--- src/rtl/mem_pipe_ctrl.sv ---
// rtl/mem_pipe_ctrl.sv - main-memory front end: fixed-latency read pipe, one-entry write buffer with forwarding
module mem_pipe_ctrl #(
  parameter int ADDR_W  = 16,
  parameter int DATA_W  = 16,
  parameter int IDX_W   = 15,
  parameter int LATENCY = 4
) (
  input  logic              clk,
  input  logic              rst,
  input  logic              rd_en,
  input  logic [ADDR_W-1:0] rd_addr,
  input  logic              wr_en,
  input  logic [ADDR_W-1:0] wr_addr,
  input  logic [DATA_W-1:0] wr_data,
  output logic              wr_ready,
  output logic              data_valid,
  output logic [DATA_W-1:0] data_out,
  output logic              busy,
  output logic [IDX_W-1:0]  sram_addr,
  output logic              sram_we,
  output logic [DATA_W-1:0] sram_wdata,
  input  logic [DATA_W-1:0] sram_rdata
);

  logic              buf_valid;
  logic [IDX_W-1:0]  buf_idx;
  logic [DATA_W-1:0] buf_data;

  logic [IDX_W-1:0]  last_addr;
  logic [DATA_W-1:0] last_wdata;

  // Cycle after acceptance: SRAM is producing the word, or forwarded data is parked here
  logic              req_valid;
  logic              req_fwd;
  logic [DATA_W-1:0] req_data;

  logic [LATENCY-1:1] pipe_valid;
  logic [DATA_W-1:0]  pipe_data [1:LATENCY-1];

  logic [IDX_W-1:0]  rd_idx;
  logic [IDX_W-1:0]  wr_idx;
  logic              drain;
  logic              buf_load;
  logic              fwd_hit;
  logic [IDX_W-1:0]  port_addr;
  logic              port_we;
  logic [DATA_W-1:0] port_wdata;
  logic              unused_addr_lsb;

  assign rd_idx          = rd_addr[IDX_W:1];
  assign wr_idx          = wr_addr[IDX_W:1];
  assign unused_addr_lsb = rd_addr[0] ^ wr_addr[0];

  always_comb begin
    drain    = !rd_en && buf_valid;
    buf_load = wr_en && (rd_en ? !buf_valid : buf_valid);
    fwd_hit  = buf_valid && (buf_idx == rd_idx);
  end

  // Read beats buffer drain beats direct write; an idle port keeps its last address
  always_comb begin
    port_addr  = last_addr;
    port_we    = 1'b0;
    port_wdata = last_wdata;
    if (rd_en) begin
      port_addr = rd_idx;
    end else if (buf_valid) begin
      port_we    = 1'b1;
      port_addr  = buf_idx;
      port_wdata = buf_data;
    end else if (wr_en) begin
      port_we    = 1'b1;
      port_addr  = wr_idx;
      port_wdata = wr_data;
    end
  end

  assign sram_we    = rst & port_we;
  assign sram_addr  = rst ? port_addr : '0;
  assign sram_wdata = rst ? port_wdata : '0;

  assign wr_ready   = ~(buf_valid & rd_en);
  assign busy       = req_valid | (|pipe_valid) | buf_valid;
  assign data_valid = pipe_valid[LATENCY-1];
  assign data_out   = pipe_data[LATENCY-1];

  always_ff @(posedge clk or negedge rst) begin
    if (!rst) begin
      buf_valid  <= 1'b0;
      buf_idx    <= '0;
      buf_data   <= '0;
      last_addr  <= '0;
      last_wdata <= '0;
      req_valid  <= 1'b0;
      req_fwd    <= 1'b0;
      req_data   <= '0;
      pipe_valid <= '0;
      for (int i = 1; i < LATENCY; i++) pipe_data[i] <= '0;
    end else begin
      req_valid <= rd_en;
      req_fwd   <= rd_en && fwd_hit;
      req_data  <= buf_data;

      if (rd_en || port_we) last_addr <= port_addr;
      if (port_we) last_wdata <= port_wdata;

      if (buf_load) begin
        buf_valid <= 1'b1;
        buf_idx   <= wr_idx;
        buf_data  <= wr_data;
      end else if (drain) begin
        buf_valid <= 1'b0;
      end

      pipe_valid[1] <= req_valid;
      pipe_data[1]  <= req_fwd ? req_data : sram_rdata;
      for (int i = 2; i < LATENCY; i++) begin
        pipe_valid[i] <= pipe_valid[i-1];
        pipe_data[i]  <= pipe_data[i-1];
      end
    end
  end

endmodule
--- config.mk ---
export PLATFORM = sky130hd
export DESIGN_NAME = mem_pipe_ctrl
export DESIGN_NICKNAME = d
export VERILOG_FILES = /design/src/rtl/mem_pipe_ctrl.sv
export SDC_FILE = /design/constraint.sdc
export NUM_CORES = 1
export LEC_CHECK = 0
export CORE_UTILIZATION = 45
export CTS_CLUSTER_SIZE = 24
export DETAILED_ROUTE_END_ITERATION = 8
export GPL_ROUTABILITY_DRIVEN = 0
export HOLD_SLACK_MARGIN = 0.06
export PLACE_DENSITY = 0.72
export RECOVER_POWER = 100
export SLEW_MARGIN = 10
export SYNTH_ARGS = -nofsm -noshare
export SYNTH_HDL_FRONTEND = slang
export SYNTH_SLANG_ARGS = --single-unit
--- constraint.sdc ---
create_clock -name clk -period 2.1 [get_ports clk]
set_input_delay 0.21 -clock clk [delete_from_list [all_inputs] [get_ports clk]]
set_output_delay 0.21 -clock clk [all_outputs]
set_load 0.01 [all_outputs]
# After elaboration in Yosys (flattened, before gate mapping)

Cells that the tools add are included.

Register bits after elaboration: 132
Bits in latches: 0
Memory bits (writable): 0
ROM bits: 0
Input bits: 68
Output and inout port bits: 51
Word-level logic and storage cells: 42
Memories: 0

$add $sub $neg: 0
$mul: 0
Divide/modulo/power cells: 0
Order comparisons: 0
Equality and inequality tests: 1
Shift operators: 0
Multiplexer cells: 15
Bitwise operators: 5
Reductions and logical operators: 9

Operator list:

| cell                | count |
|---|---|
| $mux W16            | 5 |
| $mux W15            | 4 |
| $eq A15 B15 Y1      | 1 |
| $mux W1             | 6 |
| $logic_and A1 B1 Y1 | 4 |
| $reduce_or A3 Y1    | 1 |
| $and A1 B1 Y1       | 2 |
| $logic_not A1 Y1    | 2 |
| $or A1 B1 Y1        | 2 |
| $reduce_bool A2 Y1  | 1 |
| $logic_or A1 B1 Y1  | 1 |
| $not A1 Y1          | 1 |

# Depth between registers and ports, before layout

Word-level depth: 4
Mapped depth: 9
Depth with buffers taken out: 5

# Least setup slack after synthesis

No wires, ideal clock.

Path kind: input port to flip-flop
Start point: input rd_en
End point: register buf_data[10]
Setup time: 0.125 ns
Arrival time: 1.736 ns
Data required time: 1.975 ns
Setup slack: 0.240 ns
Cell stages on the path: 8
Path buffers: 4
Cell sequence: buf_4 > clkbuf_1 > inv_1 > ha_1 > nand2b_1 > clkbuf_1 > buf_2 > mux2_2

Longest elaborated chain between the ends: 2

RTL lines:

| element              | RTL line | text |
|---|---|---|
| start, declared      | 10       | `input logic rd_en,` |
| $mux W1              | 56       | `buf_load = wr_en && (rd_en ? !buf_valid : buf_valid);` |
| $logic_and A1 B1 Y1  | 56       |  |
| end signal, assigned | 110      | `buf_data <= wr_data;` |
| end, declared        | 27       | `logic [DATA_W-1:0] buf_data;` |

Every way passes these cells.
A chain may end at the register's enable or synchronous reset.

# Worst setup path in the final report

Start point: register buf_valid
End point: output wr_ready

Longest elaborated chain between the ends: 2

RTL lines:

| element                | RTL line | text |
|---|---|---|
| start, declared        | 25       | `logic buf_valid;` |
| start signal, assigned | 89       | `buf_valid <= 1'b0;` |
| start signal, assigned | 108      | `buf_valid <= 1'b1;` |
| start signal, assigned | 112      | `buf_valid <= 1'b0;` |
| $and A1 B1 Y1          | 82       | `assign wr_ready = ~(buf_valid & rd_en);` |
| $not A1 Y1             | 82       |  |
| end, declared          | 15       | `output logic wr_ready,` |

Every way passes these cells.

==> results.cfg <==
[detailed_routing]
drc_errors = 8
drt-initial-drc-count = 177
dr_wl_met3_um = 917
num_vias = 3787
topRoutingLayerUsed = met4
wl_um = 12350
drtAntennaViolNets = 0
wl_met1_um = 5225
wl_met2_um = 5981
vias_per_cell = 5.297
avgRoutedWirePerCell_um = 17.27
first_pass_iters = 6

[die]
rows = 39
io_pins = 119
core_um2 = 11610
die_h_um = 112.1
start_util_pct = 46.98
die_w_um = 112.1
die_area_um2 = 12570

[critical_path]
critical_path_buf_inv_count = 3
arrival_ps = 1840
crit_path_end_kind = primary output
critical_path_required_ps = 1890
max_stage_delay_ps = 520
crit_path_top_delay_cell = clkdlybuf4s50_1
path_max_fanout = 18
crit_chain = buf_4 -> ha_1 -> inv_1 -> clkdlybuf4s50_1
cp_top_family = buffers and inverters
worstSetupStartpointType = flop
critPathKind = reg -> out

[global_routing]
grt_remaining_overflow = 0
grt_pass1_wl_um = 20170
grt_util_all_layers_pct = 20.95
grt_max_degree = 81
grt_pass1_vias = 4022
antenna_found_initial = 0

[yosys]
synth_warnings = 0
synth_sequential_area_ratio_pct = 60.54
netlist_area_um2 = 5456
synthCells = 447
synth_nets = 517
synth_cell_types = 29
avgSynthCellArea_um2 = 12.21
ys_seq_elements = 132

[outcome]
status = complete, but fails checks
violations = design-rule violations

[sta]
fin_crit_sh_pct = 97.78
slew-limit-headroom_pct = 35.84
fin_ws_ps = 46.72
fin_skew_ps = 6.727
finalCriticalPeriod_ps = 2053
worst_pin_slew_ps = 962.3
grt_setup_unrepaired = yes
slew_viol_final = 0
max_freq_mhz = 487.0
setup_viol = 0
hold_viol = 0

[pwr]
powerDensity_nw_per_um2 = 1226
p_leak_nw = 3.280
peakVddDrop_uv = 734.4

[final_layout]
design_area_um2 = 7248
nNetsFinal = 629
layout-drive-gt1-share_pct = 20.80
fillers = 945
area_delta_synth_final_pct = 32.84
n_antenna_cell = 0

[placed_design]
dp_hpwl_um = 8422
port-buffer-count = 116
postPlaceCellArea_um2 = 6715
place_ws_ps = -26.06

[job]
cap_violations = 0

[clock_network]
cts_tree = yes
clock_latency_ps = 410
cts_buffer_depth = 2
cts_buffers = 17
post_cts_buffers = 0
h-tree-depth = 4
cts_root_buf = clkbuf_16
cts_sinks = 132
clk_pin_slew_ps = 60

[worst_hold_path]
holdCritPathClass = in -> async
## Yosys cell counts
| library cell | n | area, µm² |
|---|---|---|
| dfrtp_1 | 132 | 3303 |
| nand2b_1 | 1 | 6.260 |
| a211oi_1 | 1 | 7.510 |
| a31o_1 | 1 | 8.760 |
| nand2_1 | 48 | 180.2 |
| nor2_1 | 2 | 7.510 |
| nor3_1 | 1 | 5.000 |
| buf_2 | 12 | 60.06 |
| clkbuf_1 | 13 | 48.80 |
| nand4_1 | 3 | 18.77 |
| nand3b_1 | 15 | 112.6 |
| and3b_1 | 15 | 131.4 |
| buf_1 | 1 | 3.750 |
| or4_1 | 1 | 7.510 |
| xor2_1 | 3 | 26.28 |
| xnor2_1 | 12 | 105.1 |
| nor3_2 | 1 | 10.01 |
| a22oi_1 | 30 | 225.2 |
| inv_1 | 6 | 22.52 |
| nor4_2 | 1 | 12.51 |
| a21o_1 | 15 | 112.6 |
| a21oi_1 | 31 | 155.2 |
| mux2_2 | 46 | 518.0 |
| nor4_1 | 1 | 6.260 |
| ha_1 | 2 | 25.02 |
| nor2b_1 | 16 | 100.1 |
| o21ai_0 | 17 | 85.08 |
| buf_4 | 19 | 142.6 |
| o2bb2ai_1 | 1 | 8.760 |
## worst paths after layout
kind	startpoint	endpoint	slack, ps	cells past startpoint
worst min-delay path	rst	pipe_data[44]	110	2
min in group clk	rd_en	last_addr[4]	280	3
worst max-delay path	buf_valid	wr_ready	50	4
worst min register to register	pipe_data[29]	data_out[13]	350	0
max in group asynchronous	rst	buf_valid	730	3
worst max register to register	buf_valid	buf_data[8]	280	5
## cell usage in the layout, fill, tap and decap left out, types with 2 or more instances in the layout
| master | netlist | layout |
|---|---|---|
| dlygate4sd2_1 | 0 | 23 |
| buf_2 | 12 | 2 |
| clkinvlp_4 | 0 | 3 |
| ha_1 | 2 | 2 |
| nor2b_1 | 16 | 15 |
| nand3b_1 | 15 | 15 |
| clkinv_2 | 0 | 2 |
| a21o_1 | 15 | 15 |
| nand2_1 | 48 | 48 |
| clkbuf_2 | 0 | 7 |
| clkbuf_16 | 0 | 17 |
| inv_1 | 6 | 5 |
| a22oi_2 | 0 | 4 |
| and3b_1 | 15 | 15 |
| clkinv_4 | 0 | 3 |
| dfrtp_1 | 132 | 131 |
| o21ai_0 | 17 | 17 |
| nand4_1 | 3 | 3 |
| buf_4 | 19 | 19 |
| a21oi_1 | 31 | 29 |
| xnor2_1 | 12 | 12 |
| inv_6 | 0 | 4 |
| nor2_1 | 2 | 2 |
| mux2_2 | 46 | 46 |
| clkdlybuf4s50_1 | 0 | 81 |
| clkbuf_1 | 13 | 3 |
| xor2_1 | 3 | 3 |
| a22oi_1 | 30 | 26 |
| a21oi_2 | 0 | 2 |
## state kept, by name (all words and copies together) (netlist names)
signal / count
req_fwd: 1
req_data: 16
data_out: 16
buf_data: 16
buf_valid: 1
last_wdata: 16
req_valid: 1
pipe_valid: 3
buf_idx: 15
last_addr: 15
pipe_data: 32
## routing by layer
layer | track usage [%] | vias to the layer above
met5 | 0 | -
met3 | 7.127 | 20
met4 | 8.533 | 0
met2 | 34.16 | 127
li1 | - | 1765
met1 | 25.62 | 1875
## cell families after synthesis
group	count (synthesis)	share of synthesized area, %
fa+ha+maj	2	0.4585
simple gates	105	10.96
flops	132	60.54
mux	46	9.493
xor+xnor	15	2.408
compound gates	96	11.05
buf+inv	51	5.091
## per-stage QoR
stage               utilization (%)  power, mW  setup TNS (ps)  instances  hold slack, ps
finish                        62.41      8.884               0        715           107.5
global placement              57.82      6.082               0        683           331.9
CTS                           62.50      8.930               0        715           75.19
floorplan                         -      5.177               0        447          -85.59
global route                  62.41      9.368          -137.5        715           210.2
detailed placement            57.82      6.215          -26.06        683           334.7
## area by class of cell
| type | instances | area (µm²) | share of cell area (%) |
|---|---|---|---|
| Tap cell | 143 | 178.9 | 2.469 |
| Clock inverter | 13 | 123.9 | 1.709 |
| Timing Repair Buffer | 138 | 1272 | 17.56 |
| Sequential cell | 132 | 3304 | 45.59 |
| Inverter | 6 | 22.52 | 0.3107 |
| Clock buffer | 19 | 432.9 | 5.973 |
| Multi-Input combinational cell | 264 | 1913 | 26.39 |
## repair_timing
action	CTS	global route
resized for setup	41	18
endpoints found under the setup margin	31	20
pin swaps	2	1
gates cloned	0	0
hold buffers	0	0
## report_power, final
group	total, mW	internal [mW]	switching [mW]
combinational	2.35	1.23	1.12
sequential	3.76	3.31	0.450
clock	2.77	1.64	1.13
total	8.88	6.19	2.70
No activity file was read; power rests on OpenSTA's default activity.
